## src/rtl/agu_pkg.sv

```systemverilog
// Shared definitions for the AGU arbiter: opcode encodings, requester IDs,
// default widths, response FSM states and the exception qualifier.
package agu_pkg;

    localparam int AGU_ADDR_W = 32;
    localparam int AGU_OFF_W  = 26;

    localparam logic [2:0] AGU_RS       = 3'b000;
    localparam logic [2:0] AGU_BASE_OFF = 3'b001;
    localparam logic [2:0] AGU_PC_REL   = 3'b010;
    localparam logic [2:0] AGU_JUMP     = 3'b011;

    localparam logic REQ_LSU = 1'b0;
    localparam logic REQ_BRU = 1'b1;

    typedef enum logic {
        ST_EMPTY = 1'b0,
        ST_FULL  = 1'b1
    } rsp_state_e;

    // The AGU only refreshes its exception bits in the RS and base+offset
    // modes; in every other mode they are stale and must be masked.
    function automatic logic qualify_exc(input logic [2:0] opcode,
                                         input logic [1:0] agu_exc);
        logic exc;
        case (opcode)
            AGU_RS, AGU_BASE_OFF: exc = |agu_exc;
            AGU_PC_REL, AGU_JUMP: exc = 1'b0;
            default:              exc = 1'b0;
        endcase
        return exc;
    endfunction

endpackage

```

## src/rtl/rr_arb2.sv

```systemverilog
// Two-way arbiter: round-robin with a pointer register, or fixed priority
// to the BRU side when PRIO_MODE is non-zero. Bit 0 = LSU, bit 1 = BRU.
module rr_arb2
    import agu_pkg::*;
#(
    parameter int PRIO_MODE = 0
) (
    input  logic       clk,
    input  logic       rst,
    input  logic [1:0] req,
    input  logic       enable,
    output logic [1:0] grant
);

    localparam bit FIXED_PRIO = (PRIO_MODE != 32'sd0);

    logic ptr_r;

    // Grant at most one requester, and only while the downstream slot is free.
    always_comb begin
        grant = 2'b00;
        if (!enable) begin
            grant = 2'b00;
        end else if (req == 2'b11) begin
            if (FIXED_PRIO) begin
                grant = 2'b10;
            end else if (ptr_r == REQ_BRU) begin
                grant = 2'b10;
            end else begin
                grant = 2'b01;
            end
        end else begin
            grant = req;
        end
    end

    // Pointer moves to the requester that was not just served.
    always_ff @(posedge clk or posedge rst) begin
        if (rst) begin
            ptr_r <= REQ_LSU;
        end else if (grant[REQ_LSU]) begin
            ptr_r <= REQ_BRU;
        end else if (grant[REQ_BRU]) begin
            ptr_r <= REQ_LSU;
        end
    end

endmodule

```

## src/rtl/agu_arbiter.sv

```systemverilog
// Shares one AGU between the LSU and BRU. Grants one request per cycle,
// drives the AGU combinationally, and captures the tagged result into a
// single response slot that supports back-to-back drain and refill.
module agu_arbiter
    import agu_pkg::*;
#(
    parameter int ADDR_W    = AGU_ADDR_W,
    parameter int OFF_W     = AGU_OFF_W,
    parameter int PRIO_MODE = 0
) (
    input  logic              i_clk,
    input  logic              i_reset,
    input  logic              i_lsu_valid,
    input  logic [2:0]        i_lsu_opcode,
    input  logic [ADDR_W-1:0] i_lsu_addr,
    input  logic [OFF_W-1:0]  i_lsu_offset,
    output logic              o_lsu_ready,
    input  logic              i_bru_valid,
    input  logic [2:0]        i_bru_opcode,
    input  logic [ADDR_W-1:0] i_bru_addr,
    input  logic [OFF_W-1:0]  i_bru_offset,
    output logic              o_bru_ready,
    output logic [2:0]        o_agu_opcode,
    output logic [ADDR_W-1:0] o_agu_addr,
    output logic [OFF_W-1:0]  o_agu_offset,
    input  logic [ADDR_W-1:0] i_agu_eff_addr,
    input  logic [1:0]        i_agu_exception,
    output logic              o_rsp_valid,
    output logic              o_rsp_id,
    output logic [ADDR_W-1:0] o_rsp_addr,
    output logic              o_rsp_exc,
    output logic              o_rsp_err,
    input  logic              i_rsp_ready
);

    rsp_state_e        state_r;
    rsp_state_e        state_nxt_s;
    logic              slot_free_s;
    logic [1:0]        grant_s;
    logic              accept_s;

    logic [2:0]        sel_opcode_s;
    logic [ADDR_W-1:0] sel_addr_s;
    logic [OFF_W-1:0]  sel_offset_s;
    logic [2:0]        last_opcode_r;
    logic [ADDR_W-1:0] last_addr_r;
    logic [OFF_W-1:0]  last_offset_r;

    logic              rsp_id_r;
    logic [ADDR_W-1:0] rsp_addr_r;
    logic              rsp_exc_r;
    logic              rsp_err_r;

    rr_arb2 #(
        .PRIO_MODE (PRIO_MODE)
    ) u_arb (
        .clk    (i_clk),
        .rst    (i_reset),
        .req    ({i_bru_valid, i_lsu_valid}),
        .enable (slot_free_s),
        .grant  (grant_s)
    );

    assign accept_s    = |grant_s;
    assign o_lsu_ready = grant_s[REQ_LSU];
    assign o_bru_ready = grant_s[REQ_BRU];

    // Slot can take a new result when empty or when the held one drains now.
    always_comb begin
        slot_free_s = 1'b0;
        case (state_r)
            ST_EMPTY: slot_free_s = 1'b1;
            ST_FULL:  slot_free_s = i_rsp_ready;
            default:  slot_free_s = 1'b0;
        endcase
    end

    // Next state: refill wins over drain, so back-to-back stays FULL.
    always_comb begin
        state_nxt_s = state_r;
        if (accept_s) begin
            state_nxt_s = ST_FULL;
        end else if ((state_r == ST_FULL) && i_rsp_ready) begin
            state_nxt_s = ST_EMPTY;
        end else begin
            state_nxt_s = state_r;
        end
    end

    // Response FSM state register.
    always_ff @(posedge i_clk or posedge i_reset) begin
        if (i_reset) begin
            state_r <= ST_EMPTY;
        end else begin
            state_r <= state_nxt_s;
        end
    end

    // AGU input mux; without a grant the last granted fields are replayed
    // so the AGU inputs stay quiet.
    always_comb begin
        sel_opcode_s = last_opcode_r;
        sel_addr_s   = last_addr_r;
        sel_offset_s = last_offset_r;
        if (grant_s[REQ_BRU]) begin
            sel_opcode_s = i_bru_opcode;
            sel_addr_s   = i_bru_addr;
            sel_offset_s = i_bru_offset;
        end else if (grant_s[REQ_LSU]) begin
            sel_opcode_s = i_lsu_opcode;
            sel_addr_s   = i_lsu_addr;
            sel_offset_s = i_lsu_offset;
        end else begin
            sel_opcode_s = last_opcode_r;
            sel_addr_s   = last_addr_r;
            sel_offset_s = last_offset_r;
        end
    end

    assign o_agu_opcode = sel_opcode_s;
    assign o_agu_addr   = sel_addr_s;
    assign o_agu_offset = sel_offset_s;

    // Remember the most recently granted AGU inputs.
    always_ff @(posedge i_clk or posedge i_reset) begin
        if (i_reset) begin
            last_opcode_r <= AGU_RS;
            last_addr_r   <= {ADDR_W{1'b0}};
            last_offset_r <= {OFF_W{1'b0}};
        end else if (accept_s) begin
            last_opcode_r <= sel_opcode_s;
            last_addr_r   <= sel_addr_s;
            last_offset_r <= sel_offset_s;
        end
    end

    // Capture the AGU result on accept; illegal opcodes report err with a
    // zeroed address so the requester is never left stuck.
    always_ff @(posedge i_clk or posedge i_reset) begin
        if (i_reset) begin
            rsp_id_r   <= REQ_LSU;
            rsp_addr_r <= {ADDR_W{1'b0}};
            rsp_exc_r  <= 1'b0;
            rsp_err_r  <= 1'b0;
        end else if (accept_s) begin
            rsp_id_r   <= grant_s[REQ_BRU];
            rsp_err_r  <= sel_opcode_s[2];
            rsp_exc_r  <= qualify_exc(sel_opcode_s, i_agu_exception);
            rsp_addr_r <= sel_opcode_s[2] ? {ADDR_W{1'b0}} : i_agu_eff_addr;
        end
    end

    assign o_rsp_valid = (state_r == ST_FULL);
    assign o_rsp_id    = rsp_id_r;
    assign o_rsp_addr  = rsp_addr_r;
    assign o_rsp_exc   = rsp_exc_r;
    assign o_rsp_err   = rsp_err_r;

endmodule
```

## config.mk

```make
export PLATFORM = sky130hd
export DESIGN_NAME = agu_arbiter
export DESIGN_NICKNAME = d
export VERILOG_FILES = /design/src/rtl/agu_pkg.sv /design/src/rtl/rr_arb2.sv /design/src/rtl/agu_arbiter.sv
export SDC_FILE = /design/constraint.sdc
export NUM_CORES = 1
export LEC_CHECK = 0
export BUFFER_PORTS_ARGS = -buffer_cell sky130_fd_sc_hd__buf_2
export CORE_AREA = 2 2 101 103
export CTS_CLUSTER_SIZE = 12
export DETAILED_ROUTE_END_ITERATION = 10
export DIE_AREA = 0 0 103 105
export PLACE_DENSITY = 0.92
export SLEW_MARGIN = 40
export SYNTH_ARGS = -nofsm -noshare
export SYNTH_HDL_FRONTEND = slang
export SYNTH_SLANG_ARGS = --single-unit
```

## constraint.sdc

```tcl
create_clock -name i_clk -period 4.2 [get_ports i_clk]
set_input_delay 0.21 -clock i_clk [delete_from_list [all_inputs] [get_ports i_clk]]
set_output_delay 0.21 -clock i_clk [all_outputs]
set_load 0.005 [all_outputs]
```

==> results of run 1 <==
==> worst max-delay path, cell delays in order (launching register included) <==
cell and delay [ns]:
dfrtp_1 0.42, nand2b_4 0.13, o21ai_4 0.07, buf_8 0.16
buf_16 0.17, buf_12 0.18, a222oi_1 0.52, inv_1 0.08
buf_2 0.14
==> metrics by stage <==
step / utilization (%) / power, mW / hold slack (ns) / cells / worst slack, ns
after detailed placement: 57.50 / 1.872 / 0.2934 / 788 / 2.135
after global routing: 59.59 / 2.598 / 0.03020 / 805 / 1.587
after global placement: 57.01 / 1.831 / 0.2830 / 786 / 2.034
after CTS: 59.59 / 2.471 / 0.02890 / 805 / 1.709
final: 59.59 / 2.438 / 0.05109 / 805 / 1.728
after floorplan: - / 1.532 / 0.3336 / 416 / 1.456
==> how the worst max path moves through the flow <==
stage                 from               to  slack (ns)  cells after the start
6_report       o_rsp_valid  o_agu_opcode[1]        1.73                      8
5_1_grt        o_rsp_valid  o_agu_opcode[1]        1.59                      8
4_1_cts        o_rsp_valid  o_agu_opcode[1]        1.71                      8
3_5_place_dp   o_rsp_valid  o_agu_opcode[1]        2.13                      8
3_3_place_gp   i_lsu_valid        o_rsp_exc        2.03                      5
2_1_floorplan      i_reset   last_addr_r[0]        1.46                      1
==> cell families (layout without fill, tap and decap cells) <==
| family | after synthesis | in the layout | synth area share (%) |
|---|---|---|---|
| DFF | 97 | 97 | 59.33 |
| and+or+nand+nor | 192 | 192 | 18.69 |
| buffers and inverters | 30 | 286 | 3.089 |
| AOI/OAI and AO/OA | 97 | 97 | 18.90 |
==> final cells by class <==
class	instances	area share [%]
timing repair buffer	265	24.09
clock buffer	9	2.156
tap	133	2.897
multi-input combinational	289	26.97
inverter	5	0.4574
clock inverter	7	1.176
sequential	97	42.26
==> cell usage after synthesis <==
library cell,instances
inv_2,2
a31oi_1,2
clkbuf_1,14
a22o_1,32
nand2b_4,2
nand3_2,1
or2_2,1
nor2_1,1
buf_2,11
nand3_1,1
nand2_1,185
a22oi_1,59
nand3_4,1
a222oi_1,1
dfrtp_1,97
o21ai_1,1
o22ai_2,1
a32o_1,1
inv_1,3
==> metal layers <==
metal,vias up,GRT usage (%),wire [um]
met3,37,4.348,827
met1,1916,23.39,4453
met5,-,0,19
li1,1937,-,-
met2,213,36.41,5912
met4,2,7.895,271
==> flip-flops by register name, summed over array words and instances, names as in the netlist <==
name	count
last_addr_r	32
o_rsp_valid	1
u_arb.ptr_r	1
last_opcode_r	3
o_rsp_id	1
o_rsp_addr	32
o_rsp_exc	1
last_offset_r	26
==> power groups by stage <==
stage               sequential [mW]  clock, mW  combinational, mW
floorplan                      1.17          0              0.360
global placement               1.17          0              0.656
detailed placement             1.18          0              0.689
CTS                            1.17      0.612              0.692
global route                   1.18      0.648              0.768
finish                         1.17      0.585              0.687
==> timing repair <==
| item | 4_1_cts | 5_1_grt |
|---|---|---|
| endpoints found under the hold margin | 44 | 0 |
| hold buffers | 1 | 0 |
| setup buffers | 0 | 0 |
==> impl_metrics.ini, run 1 <==
[global_routing]
antenna_found_initial = 1
overflow = 0
grt_pass1_wl_um = 17570
grt_max_degree = 63
grt.total_usage_pct = 20.41
grt_pass1_vias = 3931

[pwr]
pwr-share-comb_pct = 28.2
p_int_mw = 1.656
switching_share_pct = 32.05
powerDensity_nw_per_um2 = 424.4
power_frac_seq_pct = 47.8
p_leak_nw = 3.413
switchingPower_uw = 781.3
ir_drop_mv = 0.1738
clkPwrFrac_pct = 24.0

[floorplan]
core_um2 = 9639
ioPinCount = 260
dieArea_um2 = 10820
start_util_pct = 42.45
die_y_um = 105
fp.dieW_um = 103
num_rows = 36

[flow_run]
drv_cap = 0

[yosys]
synth_top_area_share_pct = 59.33
synthesis.area_um2 = 4091
syn_nets = 577
synth.avg_cell_area_um2 = 9.835
ys_warn_count = 0
synth_cells = 416
synth_seq_cells = 97
yosysTopAreaCell = dfrtp_1
yosysSeqAreaShare_pct = 59.33
ys_top_cells_by_area = dfrtp_1 (59%), nand2_1 (17%), a22oi_1 (11%)
ys_types = 19

[clock_tree]
numCtsBuffers = 9
cts.sinks = 97
htreeDepth = 3
tritoncts = built
clk_latency_ns = 0.36
cts_root_buf = clkbuf_8
cts_buffer_depth = 2
cts-resized-gates = 0
path_clk_slew_ns = 0.11

[worst_hold_path]
hp-start = i_lsu_offset[25]
hold-path-endpoint = last_offset_r[25]
whs_path_depth = 3
min_path_type = in -> reg

[routing]
vias = 4105
drc = 0
dr.pass1.iters = 4
drt_iter0_drc = 193
viasPerCell = 5.099
drt-wirelength-per-cell_um = 14.27
wirelength_um = 11480
ant_nets = 0

[cells_and_area]
fin_area_um2 = 5744
multi_input_area_um2 = 1549
n_antenna_cell = 0
final_cell_mix = buf_2 (259), nand2_1 (185), dfrtp_1 (97)
layout_commonest_cell = buf_2
layout.nets = 828
syn2layout_area_growth_pct = 40.40
seq_area_um2 = 2427
n_fill_cell = 823
drive_gt1_share_pct = 43.15

[timing]
finClkSkew_ns = 0.01485
tns_ns = 0
max_freq_mhz = 404.4
slew_viol_final = 0
slew-limit-headroom_pct = 57.74
setup_viol = 0
post-route-period-util_pct = 58.87
tightest_slew_ns = 0.6339
rsz0062_at_grt = false
post-route-min-period_ns = 2.473
hold_viol = 0

[setup_path]
r2r_cells = 7
crit_required_ns = 3.99
arrival_ns = 2.26
crit_path_max_fanout = 52
timing.rr.end = o_rsp_exc
end_kind = primary output
rrSetupSlack_ns = 2.23
r2r_start = o_rsp_valid
critPathLaunchType = flop
critPathKind = reg -> out

[placed_design]
port_buffers = 259
hpwl_um = 8737
gp_congestion = 0.9056
place_area_um2 = 5543

[run_status]
outcome = complete, no violations
No activity file was read; power rests on OpenSTA's default activity.
==> inputs of run 2 (changes only) <==
- clock period: 4.2 -> 2.6 ns (I/O delays scaled with it)
==> run 2 against run 1 <==
Sequential share of layout area down 5.7 points. Sequential power rose by 62%. Sequential cell count stayed put. Via count up 13%. Highest routed layer is now met4.
==> impl_metrics.ini, run 2 (synthesis results as in run 1) <==
[pwr]
power.total_mw = 4.257
p_leak_nw = 3.794
powerDensity_nw_per_um2 = 640.7
ir_drop_mv = 0.3748

[global_routing]
antenna_found_initial = 0
met1_usage_pct = 27.45
grtUsageMet2_pct = 47.77
grt_pass1_vias = 4859
gr-usage-met3_pct = 8.562
grt_pass1_wl_um = 22800
overflow = 0
grt_max_degree = 66
grt-busiest-layer = met2
grt.total_usage_pct = 27.06

[floorplan]
num_rows = 36
ioPinCount = 260
die_y_um = 105
dieArea_um2 = 10820
fp.dieW_um = 103
core_um2 = 9639
start_util_pct = 42.45

[timing]
timing.final.ws_setup_ns = 0.2465
slew_viol_final = 0
post-route-min-period_ns = 2.353
finClkSkew_ns = 0.01387
post-route-period-util_pct = 90.52
setup_viol = 0
hold_viol = 0
tns_ns = 0
max_freq_mhz = 424.9
rsz0062_at_grt = false
slew-limit-headroom_pct = 44.87
tightest_slew_ns = 0.8238

[routing]
drc = 0
viasPerCell = 5.215
wirelength_um = 14770
ant_nets = 0
dr.pass1.iters = 8
drt_iter0_drc = 211
vias = 4657
drt-wirelength-per-cell_um = 16.53

[clock_tree]
clk_latency_ns = 0.36
numCtsBuffers = 9
path_clk_slew_ns = 0.10
cts.sinks = 97
cts_root_buf = clkbuf_8
htreeDepth = 3
cts_buffer_depth = 2
tritoncts = built
cts_setup_buffers = 0

[cells_and_area]
final_util_pct = 68.94
drive_gt1_share_pct = 38.42
n_antenna_cell = 0
layout_commonest_cell = buf_2
final_cell_mix = buf_2 (259), nand2_1 (185), dfrtp_1 (97)
syn2layout_area_growth_pct = 62.42
multi_input_area_um2 = 1549
seq_area_um2 = 2427
fin_area_um2 = 6645
n_fill_cell = 687
layout.nets = 916

[setup_path]
end_kind = flop
crit_slowest_cell = dlygate4sd3_1
arrival_ns = 2.66
crit_path_max_fanout = 38
critPathKind = reg -> reg
worst-path-buf-inv = 3
critPathTopFamily = buffers and inverters
critPathLaunchType = flop
crit_required_ns = 2.90
cpPeakStageDelay_ns = 0.54
crit_path_cell_trace = nand2b_4 -> nand3_4 -> inv_2 -> buf_4 -> a22oi_1 -> nand2_1 -> dlygate4sd3_1

[placed_design]
hpwl_um = 9245
place_area_um2 = 5532
place_worst_setup_slack_ns = 0.6475
gp_congestion = 0.8264
port_buffers = 259

[worst_hold_path]
min_path_type = in -> reg

[run_status]
outcome = complete, no violations

[flow_run]
drv_cap = 0
[run 2: changes by cell type in the layout (fill, tap and decap cells not counted), moves of 2 or more]
cell / previous run / this run
buf_12: 1 / 3
buf_4: 2 / 4
inv_4: 3 / 0
dlygate4sd3_1: 1 / 87
bufinv_16: 0 / 2
inv_8: 3 / 0
inv_2: 0 / 2
[run 2: metrics by stage]
stage,hold slack [ns],instances
final,0.01731,893
after global routing,0.001875,893
after CTS,0.0004521,892
after detailed placement,0.2964,789
after global placement,0.2679,789
after floorplan,0.2536,416
[run 2: repair_timing]
action,4_1_cts,5_1_grt
hold buffers,87,0
hold endpoints to repair,112,0
gates resized for setup,0,0
[run 2: where the power goes]
part / leakage [nW] / total (mW) / internal (mW) / switching [mW]
Clock: 0.111 / 1.09 / 0.551 / 0.539
Combinational: 2.47 / 1.27 / 0.623 / 0.649
Sequential: 1.21 / 1.90 / 1.77 / 0.121
[run 2: area by class of cell]
class,count,share of cell area (%)
Multi-Input combinational cell,289,23.31
Clock inverter,7,1.487
Timing Repair Buffer,353,33.97
Clock buffer,9,1.864
Inverter,5,0.3389
Sequential cell,97,36.53
Tap cell,133,2.504
[run 2: path summary, 6_finish.rpt]
| kind | from | endpoint | slack (ns) | cells after the start |
|---|---|---|---|---|
| setup / recovery | o_rsp_valid | last_opcode_r[0] | 0.25 | 7 |
| hold / removal | i_lsu_offset[4] | last_offset_r[4] | 0.02 | 3 |
| setup reg to reg | o_rsp_valid | last_opcode_r[0] | 0.25 | 7 |
| hold reg to reg | o_rsp_addr[13] | o_rsp_addr[13] | 0.51 | 1 |
| max in group asynchronous | i_reset | last_offset_r[14] | 1.74 | 4 |
| min in group asynchronous | i_reset | last_addr_r[23] | 0.28 | 3 |
[run 2: worst reg2reg max path, delay by kind of cell (launching register included)]
kind / cells / cell delay, ns
AO/OA/AOI/OAI: 1 / 0.18
buffers and inverters: 3 / 1.35
flip-flops: 1 / 0.42
AND/OR/NAND/NOR: 3 / 0.35
[run 2: routing by layer]
metal,vias to the layer above,share of wire (%)
li1,2110,-
met1,2183,34
met2,285,53
met3,79,8.3
met4,0,5.2
met5,-,0
==> inputs of run 3 (changes only) <==
- ABC_AREA: default -> 1
- CORE_AREA: 2 2 101 103 -> 2 2 104 106
- DIE_AREA: 0 0 103 105 -> 0 0 106 108
- PLACE_DENSITY: 0.92 -> 0.91
==> run 3 against run 2 <==
Clock skew is 0.0046 ns lower. Global-route usage is 2.7 points lower. First-iteration DRC count is 63% higher. Fmax is 1.0% higher. Sequential share of layout area is 1.4 points higher. Count of clock-buffer cells in the layout is 2 higher.
==> impl_metrics.ini, run 3 <==
[pwr]
power.total_mw = 4.807
ir_drop_mv = 0.3775
p_leak_nw = 3.610
powerDensity_nw_per_um2 = 750.3

[yosys]
synth_flop_cell = dfrtp_1
ys_top_cells_by_area = dfrtp_1 (55%), nand2_1 (22%), nand3_1 (14%)
ys_types = 18
ys_warn_count = 0
synth.avg_cell_area_um2 = 7.992
synth_cells = 552
syn_nets = 713
synthesis.area_um2 = 4412
synth_most_common_cell = nand2_1
synth_seq_cells = 97
synth.top_cells.by_count = nand2_1 (253), nand3_1 (120), dfrtp_1 (97), o21ai_0 (24), buf_2 (16)
yosysSeqAreaShare_pct = 55.02
synth-edff-count = 0
synth_top_area_share_pct = 55.02
async_reset_ff_share_pct = 100.0
yosysTopAreaCell = dfrtp_1

[clock_tree]
path_clk_slew_ns = 0.09
clk_latency_ns = 0.36
tritoncts = built
postCtsHoldBufs = 43
cts_buffer_depth = 2
numCtsBuffers = 9
cts_root_buf = clkbuf_8
htreeDepth = 3
cts-resized-gates = 0
cts_setup_buffers = 0
cts.sinks = 97

[worst_hold_path]
hold-path-endpoint = last_offset_r[9]
min_path_type = in -> reg
whs_path_depth = 3
hp-start = i_lsu_offset[9]

[routing]
dr.pass1.iters = 6
drt-wirelength-per-cell_um = 14.16
viasPerCell = 5.092
ant_nets = 0
drt_iter0_drc = 344
vias = 5016
wirelength_um = 13950
drc = 0

[timing]
hold_viol = 0
tns_ns = 0
setup_viol = 0
post-route-min-period_ns = 2.329
post-route-period-util_pct = 89.60
slew_viol_final = 0
tightest_slew_ns = 0.6130
rsz0062_at_grt = false
hold_ws_ns = 0.01483
slew-limit-headroom_pct = 59.13
finClkSkew_ns = 0.009272
max_freq_mhz = 429.3

[cells_and_area]
final_cell_mix = buf_2 (259), nand2_1 (253), nand3_1 (120)
drive_gt1_share_pct = 34.16
layout.nets = 1005
layout_commonest_cell = buf_2
syn2layout_area_growth_pct = 45.24
stdcell_count = 985
n_fill_cell = 849
final_util_pct = 62.63
n_antenna_cell = 0

[floorplan]
die_y_um = 108
fp.dieW_um = 106
core_um2 = 10230
dieArea_um2 = 11450
num_rows = 37
ioPinCount = 260
start_util_pct = 43.12

[setup_path]
end_kind = primary output
worst-path-buf-inv = 4
critPathTopFamily = simple AND/OR/NAND/NOR gates
crit_slowest_cell = dfrtp_1
rrSetupSlack_ns = 0.27
r2r_cells = 9
critPathKind = reg -> out
crit_cells = 9
timing.rr.end = last_addr_r[13]
critPathLaunchType = flop
crit_path_cell_trace = inv_1 -> nand2_1 -> nand3_2 -> nand2_4 -> inv_2 -> buf_4 -> nand2_1 -> nand3_1 -> buf_2
cpPeakStageDelay_ns = 0.39
r2r_start = u_arb.ptr_r
path_common_cell = nand2_1
crit_path_max_fanout = 45
arrival_ns = 2.20
crit_required_ns = 2.47

[global_routing]
antenna_found_initial = 0
grt_pass1_wl_um = 22050
grt_pass1_vias = 4931
grt.total_usage_pct = 24.37
grt_max_degree = 50
overflow = 0

[run_status]
outcome = complete, no violations

[flow_run]
drv_cap = 0

[placed_design]
gp_congestion = 0.8404
dp.cells = 926
hpwl_um = 9264
port_buffers = 259
==> run 3: cells by family after synthesis <==
kind of cell,synth area share [%]
DFF,55.02
and+or+nand+nor,36.95
AOI/OAI and AO/OA,3.744
buffers and inverters,4.282
==> run 3: area by class of cell <==
| class | count | area, um^2 | share of cell area [%] |
|---|---|---|---|
| sequential | 97 | 2427 | 37.88 |
| timing repair buffer | 309 | 1804 | 28.16 |
| tap | 136 | 170.2 | 2.656 |
| multi-input combinational | 418 | 1795 | 28.02 |
| clock inverter | 5 | 31.28 | 0.4882 |
| clock buffer | 11 | 141.4 | 2.207 |
| inverter | 9 | 37.54 | 0.5858 |
==> run 3: layer usage <==
layer	up-vias	wire, um	part of all wire, %	track usage, %
li1	2383	-	-	-
met4	0	495	3.5	11.56
met5	-	0	0	0
met3	48	1028	7.4	4.099
met1	2321	5348	38	28.69
met2	264	7078	51	43.55
==> run 3: worst max path at each step <==
| stage | end | from | slack (ns) |
|---|---|---|---|
| 3_3_place_gp | o_agu_offset[4] | u_arb.ptr_r | 0.73 |
| 3_5_place_dp | o_agu_offset[18] | u_arb.ptr_r | 0.68 |
| 5_1_grt | o_agu_offset[15] | u_arb.ptr_r | 0.05 |
| 6_report | o_agu_offset[15] | u_arb.ptr_r | 0.27 |
| 2_1_floorplan | o_agu_addr[0] | o_rsp_valid | 1.25 |
| 4_1_cts | o_agu_offset[18] | u_arb.ptr_r | 0.27 |
==> run 3: worst register-to-register path, cell delays in order (launching register included) <==
cell           delay, ns
dfrtp_1             0.39
inv_1               0.08
nand2_1             0.09
nand3_2             0.13
nand2_4             0.22
inv_2               0.12
buf_4               0.41
nand2_1             0.17
nand3_1             0.11
dlygate4sd3_1       0.55
==> run 3: metrics by stage <==
| step | worst slack [ns] | area, um^2 |
|---|---|---|
| floorplan | 1.253 | 4415 |
| CTS | 0.2652 | 6407 |
| global route | 0.04564 | 6407 |
| global placement | 0.7283 | 5804 |
| finish | 0.2705 | 6407 |
| detailed placement | 0.6757 | 5804 |
==> run 3: report_power, final <==
| group | total, mW | internal (mW) | switching [mW] |
|---|---|---|---|
| clock network | 0.877 | 0.371 | 0.505 |
| registers | 2.11 | 1.95 | 0.166 |
| logic | 1.82 | 0.803 | 1.01 |
| total | 4.81 | 3.12 | 1.69 |
